### src/rtl/daccess_bridge_pkg.sv
// Shared types and constants for the core data-access bridge.
package daccess_bridge_pkg;

    typedef enum logic [1:0] {
        StIdle = 2'd0,
        StReq  = 2'd1,
        StRsp  = 2'd2,
        StDone = 2'd3
    } da_state_e;

    localparam logic [3:0] DA_REN_WORD = 4'hF;

    // A limit of 0 still needs a legal 1-bit counter.
    function automatic int unsigned cnt_width(input int unsigned limit);
        return (limit == 0) ? 1 : $clog2(limit + 1);
    endfunction

endpackage

### src/rtl/daccess_timeout.sv
// Clearable saturating cycle counter; flags expiry at LIMIT-1 (LIMIT=0 never expires).
module daccess_timeout
    import daccess_bridge_pkg::*;
#(
    parameter int unsigned LIMIT = 256
) (
    input  logic i_clk,
    input  logic i_rstn,
    input  logic i_clr,
    input  logic i_inc,
    output logic o_expire
);

    localparam int unsigned CntW    = cnt_width(LIMIT);
    localparam int unsigned LastVal = (LIMIT == 0) ? 0 : LIMIT - 1;

    logic [CntW-1:0] r_cnt;

    always_ff @(posedge i_clk or negedge i_rstn) begin
        if (!i_rstn) begin
            r_cnt <= '0;
        end else if (i_clr) begin
            r_cnt <= '0;
        end else if (i_inc && (r_cnt != {CntW{1'b1}})) begin
            r_cnt <= r_cnt + CntW'(1);
        end
    end

    assign o_expire = (LIMIT != 0) && (r_cnt == CntW'(LastVal));

endmodule

### src/rtl/daccess_bridge.sv
// Bridges the core's daccess port onto a req/gnt/rsp bus, one access at a time,
// with a timeout guard that completes the access if the slave never answers.
module daccess_bridge
    import daccess_bridge_pkg::*;
#(
    parameter int unsigned TIMEOUT_CYCLES = 256,
    parameter logic [31:0] TIMEOUT_RDATA  = 32'hDEAD_BEEF
) (
    input  logic        cpu_clk,
    input  logic        cpu_rstn,
    input  logic [3:0]  da_ren,
    input  logic [31:0] da_addr,
    input  logic [3:0]  da_wen,
    input  logic [31:0] da_wdata,
    output logic        da_valid,
    output logic [31:0] da_rdata,
    output logic        da_wresp,
    output logic        bus_req,
    output logic        bus_we,
    output logic [31:0] bus_addr,
    output logic [3:0]  bus_wstrb,
    output logic [31:0] bus_wdata,
    input  logic        bus_gnt,
    input  logic        bus_rsp,
    input  logic [31:0] bus_rdata,
    output logic        err_timeout,
    input  logic        err_clr
);

    da_state_e   r_state, w_state_d;
    logic        r_req_lvl_d;
    logic        r_we, w_we_d;
    logic        r_bus_req, w_bus_req_d;
    logic [31:0] r_bus_addr, w_bus_addr_d;
    logic [3:0]  r_bus_wstrb, w_bus_wstrb_d;
    logic [31:0] r_bus_wdata, w_bus_wdata_d;
    logic        r_da_valid, w_da_valid_d;
    logic        r_da_wresp, w_da_wresp_d;
    logic [31:0] r_da_rdata, w_da_rdata_d;
    logic        r_err_timeout, w_err_d;
    logic        w_req_lvl, w_req_edge, w_expire, w_timeout_hit;
    logic        w_cnt_clr, w_cnt_inc;
    logic        w_unused_addr;

    assign w_req_lvl     = (|da_ren) | (|da_wen);
    assign w_req_edge    = w_req_lvl & ~r_req_lvl_d;
    assign w_unused_addr = ^da_addr[1:0];

    assign w_cnt_clr = (r_state == StIdle);
    assign w_cnt_inc = (r_state == StReq) || (r_state == StRsp);

    daccess_timeout #(
        .LIMIT(TIMEOUT_CYCLES)
    ) u_timeout (
        .i_clk   (cpu_clk),
        .i_rstn  (cpu_rstn),
        .i_clr   (w_cnt_clr),
        .i_inc   (w_cnt_inc),
        .o_expire(w_expire)
    );

    always_comb begin
        w_state_d     = r_state;
        w_we_d        = r_we;
        w_bus_addr_d  = r_bus_addr;
        w_bus_wstrb_d = r_bus_wstrb;
        w_bus_wdata_d = r_bus_wdata;
        w_bus_req_d   = 1'b0;
        w_da_valid_d  = 1'b0;
        w_da_wresp_d  = 1'b0;
        w_da_rdata_d  = '0;
        w_timeout_hit = 1'b0;

        unique case (r_state)
            StIdle: begin
                if (w_req_edge) begin
                    w_state_d     = StReq;
                    w_we_d        = |da_wen;
                    w_bus_addr_d  = {da_addr[31:2], 2'b00};
                    w_bus_wstrb_d = da_wen;
                    w_bus_wdata_d = da_wdata;
                    w_bus_req_d   = 1'b1;
                end
            end
            StReq, StRsp: begin
                // A response always beats an expiring counter in the same cycle.
                if (bus_rsp && (bus_gnt || (r_state == StRsp))) begin
                    w_state_d    = StDone;
                    w_da_valid_d = ~r_we;
                    w_da_wresp_d = r_we;
                    w_da_rdata_d = r_we ? 32'd0 : bus_rdata;
                end else if (w_expire) begin
                    w_state_d     = StDone;
                    w_timeout_hit = 1'b1;
                    w_da_valid_d  = ~r_we;
                    w_da_wresp_d  = r_we;
                    w_da_rdata_d  = r_we ? 32'd0 : TIMEOUT_RDATA;
                end else if (r_state == StReq) begin
                    if (bus_gnt) begin
                        w_state_d = StRsp;
                    end else begin
                        w_bus_req_d = 1'b1;
                    end
                end
            end
            StDone: w_state_d = StIdle;
            default: w_state_d = StIdle;
        endcase

        w_err_d = w_timeout_hit | (r_err_timeout & ~err_clr);
    end

    always_ff @(posedge cpu_clk or negedge cpu_rstn) begin
        if (!cpu_rstn) begin
            r_state       <= StIdle;
            r_req_lvl_d   <= 1'b0;
            r_we          <= 1'b0;
            r_bus_req     <= 1'b0;
            r_bus_addr    <= '0;
            r_bus_wstrb   <= '0;
            r_bus_wdata   <= '0;
            r_da_valid    <= 1'b0;
            r_da_wresp    <= 1'b0;
            r_da_rdata    <= '0;
            r_err_timeout <= 1'b0;
        end else begin
            r_state       <= w_state_d;
            r_req_lvl_d   <= w_req_lvl;
            r_we          <= w_we_d;
            r_bus_req     <= w_bus_req_d;
            r_bus_addr    <= w_bus_addr_d;
            r_bus_wstrb   <= w_bus_wstrb_d;
            r_bus_wdata   <= w_bus_wdata_d;
            r_da_valid    <= w_da_valid_d;
            r_da_wresp    <= w_da_wresp_d;
            r_da_rdata    <= w_da_rdata_d;
            r_err_timeout <= w_err_d;
        end
    end

    assign da_valid    = r_da_valid;
    assign da_wresp    = r_da_wresp;
    assign da_rdata    = r_da_rdata;
    assign bus_req     = r_bus_req;
    assign bus_we      = r_we;
    assign bus_addr    = r_bus_addr;
    assign bus_wstrb   = r_bus_wstrb;
    assign bus_wdata   = r_bus_wdata;
    assign err_timeout = r_err_timeout;

endmodule

### config.mk
export PLATFORM = sky130hd
export DESIGN_NAME = daccess_bridge
export DESIGN_NICKNAME = d
export VERILOG_FILES = /design/src/rtl/daccess_bridge_pkg.sv /design/src/rtl/daccess_timeout.sv /design/src/rtl/daccess_bridge.sv
export SDC_FILE = /design/constraint.sdc
export NUM_CORES = 1
export LEC_CHECK = 0
export CAP_MARGIN = 20
export CORE_MARGIN = 2
export CORE_UTILIZATION = 44
export DETAILED_ROUTE_END_ITERATION = 10
export GPL_TIMING_DRIVEN = 0
export PLACE_DENSITY_LB_ADDON = 0.12
export SYNTH_ARGS = -nofsm -noshare
export SYNTH_HDL_FRONTEND = slang
export SYNTH_SLANG_ARGS = --single-unit
### constraint.sdc
create_clock -name cpu_clk -period 4.65 [get_ports cpu_clk]
set_clock_uncertainty 0.2 [all_clocks]
set_input_delay 1.395 -clock cpu_clk [delete_from_list [all_inputs] [get_ports cpu_clk]]
set_output_delay 1.395 -clock cpu_clk [all_outputs]
set_load 0.05 [all_outputs]
# Word level (Yosys, flattened, before mapping)
# Index checks and enable logic that the tools add are counted.
# Widths: inputs -> output; s select.
[op_classes] div_mod_pow=0 eq_ne=8 add_sub_neg=1 order_cmp=0 muxes=28 shift=0 bitwise_logic=7 reduce_logical=11 n_mul=0
[ops] operator="$mux 32" n=5
[ops] operator="$mux 9" n=2
[ops] operator="$mux 1" n=14
[ops] operator="$mux 2" n=5
[ops] operator="$add 9x1->9 const B" n=1
[ops] operator="$eq 9x8->1 const B" n=1
[ops] operator="$ne 9x9->1 const B" n=1
[ops] operator="$ne 4x3->1 const B" n=2
[ops] operator="$reduce_or 4->1" n=2
[ops] operator="$pmux 2 s3" n=1
[ops] operator="$eq 2x2->1 const B" n=2
[ops] operator="$not 1->1" n=3
[ops] operator="$reduce_and 3->1" n=1
[ops] operator="$and 1x1->1" n=2
[ops] operator="$eq 2x1->1 const B" n=1
[ops] operator="$logic_and 1x1->1" n=2
[ops] operator="$logic_not 2->1" n=1
[ops] operator="$logic_or 1x1->1" n=2
[ops] operator="$ne 2x2->1 const B" n=1
[ops] operator="$or 1x1->1" n=2
[ops] operator="$pmux 1 s2" n=1
[ops] operator="$reduce_and 2->1" n=1
[ops] operator="$reduce_bool 2->1" n=1
[ops] operator="$reduce_or 2->1" n=1
[totals] wordCells=67 latch_bits=0 romBits=0 mem_bits_rw=0 output_inout_bits=105 regBits=115 mem_count=0 in_bits=109

# Depth between registers and ports, before layout
[depth] ltp_word=6 depth_mapped=9 ltp_nobuf=8

# Cells and area by module
# A second synthesis with hierarchy kept.
[unflattened] cells_unflattened=326 area_unflattened_um2=4481.8
[modules_own_cells] module="daccess_bridge" cells_per_inst=278 seq_area_each_um2=2652.5 n_inst=1 area_each_um2=4003.8
[modules_own_cells] module="daccess_timeout" cells_per_inst=48 seq_area_each_um2=225.2 n_inst=1 area_each_um2=478.0

# Worst setup path before layout
# OpenSTA, ideal clock, no wires.
[synth_path] path_type="input to register" start="in da_ren[1]" end="reg r_bus_wdata[10], in the netlist bus_wdata[10]" setup_slack_ps=1835 required_ps=4325 path_buffers=2 stages=5 arrival_ps=2490 setup_ps=125 path_cell_list="nor4_2 -> a211oi_2 -> buf_6 -> buf_6 -> mux2_4"
[synth_via] elab_chain_len=4
[synth_rtl] element="from (decl)" line_no="daccess_bridge.sv:11" rtl="input logic [3:0] da_ren,"
[synth_rtl] element="$reduce_or 4->1" line_no="daccess_bridge.sv:45" rtl="assign w_req_lvl = (|da_ren) | (|da_wen);"
[synth_rtl] element="$or 1x1->1" line_no="daccess_bridge.sv:45"
[synth_rtl] element="$and 1x1->1" line_no="daccess_bridge.sv:46" rtl="assign w_req_edge = w_req_lvl & ~r_req_lvl_d;"
[synth_rtl] element="$reduce_and 2->1 (no line)"
[synth_rtl] element="to (signal assigned)" line_no="daccess_bridge.sv:133" rtl="r_bus_wdata <= w_bus_wdata_d;"
[synth_rtl] element="to (decl)" line_no="daccess_bridge.sv:36" rtl="logic [31:0] r_bus_wdata, w_bus_wdata_d;"
# Every way passes these cells.
# A chain may end at the register's enable or synchronous reset.

# Worst setup path after layout
[layout_path] start="reg r_we, in the netlist bus_we" end="out bus_we"
[layout_lines] element="from (decl)" line_no="daccess_bridge.sv:32" rtl="logic r_we, w_we_d;"
[layout_lines] element="from (signal assigned)" line_no="daccess_bridge.sv:129" rtl="r_we <= w_we_d;"
[layout_lines] element="to (decl)" line_no="daccess_bridge.sv:19" rtl="output logic bus_we,"
# No word-level cell between the ends.

==> metrics.txt <==
ANT cells 0; hold_buf cts 0; Post-Syn Instances 326; prevailing post-synth register cell dfrtp_1; Clock Latency Late Sink 0.51 ns; Rows 36; global route overflow 0; worst path cell trace clkdlybuf4s50_1; via count 3383; Critical Path Start bus_we$_DFFE_PN0P_; CP top delay family buffers and inverters; Initial DRC Count 104; CP max stage cell clkdlybuf4s50_1; GPL Wtd Cong 0.746; Core Box Area 9820 um^2; setup slack, reg-to-reg 2.22 ns; hold path start bus_wdata[17]$_DFFE_PN0P_; VDD IR max 0.000273 V; EDFF count, synth 0; Multi-input gate area 1480 um^2; final WL 11.7 mm; CP startpoint kind register; H-tree depth 4; Hold Slack 0.301 ns; max_slew headroom 58.8%; Min-Delay Path Class register to register; RSZ-0062 raised after global routing false; first-pass GRT wire length 18.8 mm; outcome finished clean; CTS Buf Count 17; buffers plus inverters on the worst setup path 1; CTS sink cnt 115; die area 11000 um^2; io pins 214; layout cells sized above 1 19.5%; most frequent cells in the layout clkdlybuf4s50_1 (208), dfrtp_1 (115), nor2_1 (64); Via density 4.82; vias in the first global route 3550; post-synth cell types 37; DR DRC count 0; register area share after synthesis 64.5%; Critical Path AT 1.79 ns; worst path required time 3.05 ns; crit end category primary output; Mapped Avg Cell Area 13.7 um^2; P_leak 3.27 nW; Critical R2R Launch u_timeout.r_cnt[0]$_DFFE_PN0P_; number of synthesized register bits 115; most common cell after layout, fill and taps aside clkdlybuf4s50_1; pwr/cell area 492 nW/um^2; post-route setup TNS 0 ns; Die Ht 105 um; Total Routing Usage GR 22.1%; Maximum Capacitance Violations 0; PostCTS Resize Cnt 0; CTS Root Cell clkbuf_8; min Tclk post-route 3.38 ns; initial antenna violation count 0; Clock Pin Slew Worst Setup and Hold Paths 0.05 ns; Syn Std Cell Area 4460 um^2; Area Growth Syn to Fin 67.1%; max-slew violations 0; final setup vio count 0; Max stage delay on crit path 0.87 ns; Tightest Pin Transition 0.616 ns; largest net degree at the start of global routing 97; Synth async-reset ratio 100%; Chip Width 105 um; # nets final 673; Final Hold Viols 0; fin crit share 72.8%; drt wl/cell 16.6 um; DR pass1 iterations 4; FF/Latch Area 2880 um^2; crit path max fanout 4; CTS max path bufs 2; number of port buffers 209; maximum clock rate 296 MHz; critical path type register to primary output; Post-DP HPWL 8.32 mm; CTS tree yes; yosys warns 0; starting density of the core 45.4%; Final ANT Viol Nets 0; filler cell count 688; Post CTS Setup Buffer Count 0
## final timing paths
path | end | depth (start not counted)
worst max-delay path | bus_we | 1
worst min-delay path | bus_wdata[17]$_DFFE_PN0P_ | 1
worst max register to register | da_rdata[12]$_DFF_PN0_ | 7
worst min register to register | bus_wdata[17]$_DFFE_PN0P_ | 1
max in group asynchronous | r_req_lvl_d$_DFF_PN0_ | 2
min in group asynchronous | da_rdata[22]$_DFF_PN0_ | 1
## per-stage QoR
step / instance area [um^2] / cells / worst slack [ns] / power [mW] / utilization (%)
floorplan: 4470 / 327 / 1.83 / 1.77 / -
global placement: 6720 / 669 / -2.38 / 2.10 / 68.5
detailed placement: 6750 / 670 / 1.12 / 2.13 / 68.8
CTS: 7460 / 702 / 1.26 / 3.70 / 75.9
global route: 7460 / 702 / 1.20 / 3.82 / 75.9
finish: 7460 / 702 / 1.27 / 3.67 / 75.9
## layer usage
metal  vias up  global-route usage [%]  wire length [um]
li1       1555                       -                 -
met1      1650                    25.6              4670
met2       156                    36.8              5730
met3        22                    9.05               984
met4         0                    8.57               282
met5         -                       0                 0
## cell usage after synthesis (all sizes together), types with 2 or more instances
master	instances	area share (%)
inv	6	0.50
buf	10	1.6
nand3	2	0.22
a211oi	2	0.45
o22a	2	0.39
dfrtp	115	64
nand4	2	0.28
nand2	5	0.42
mux2	67	17
clkbuf	5	0.42
o21ai	6	0.67
ha	8	2.2
a21oi	4	0.45
nor4	2	0.76
nor2	64	5.4
and2	8	1.1
xor2	4	0.79
## flip-flops by register name, indices dropped and copies added, names as in the netlist, 2 cells and up
name             cells
bus_addr            30
u_timeout.r_cnt      9
r_state              2
bus_wdata           32
bus_wstrb            4
da_rdata            32
## layout make-up
| class | count | share of cell area, % |
|---|---|---|
| Buffer | 15 | 1.19 |
| Clock inverter | 10 | 3.36 |
| Multi-Input combinational cell | 191 | 19.8 |
| Clock buffer | 22 | 6.07 |
| Inverter | 6 | 0.302 |
| Tap cell | 133 | 2.23 |
| Sequential cell | 115 | 38.6 |
| Timing Repair Buffer | 210 | 28.4 |
## cell families after synthesis
kind of cell             count (synthesis)  synth area share, %
multiplexers                            68                 17.7
XOR/XNOR                                 5                0.981
AND/OR/NAND/NOR                         89                 9.11
adder cells (fa/ha/maj)                  8                 2.24
other                                    1               0.0840
buffers and inverters                   21                 2.50
AO/OA/AOI/OAI                           19                 2.86
flip-flops                             115                 64.5
## where the power goes
part / switching [mW] / internal [mW] / leakage (nW)
Clock: 0.437 / 1.11 / 0.343
Combinational: 0.554 / 0.386 / 1.49
Sequential: 0.0647 / 1.11 / 1.43
Total: 1.06 / 2.61 / 3.27
No activity file was read; power rests on OpenSTA's default activity.
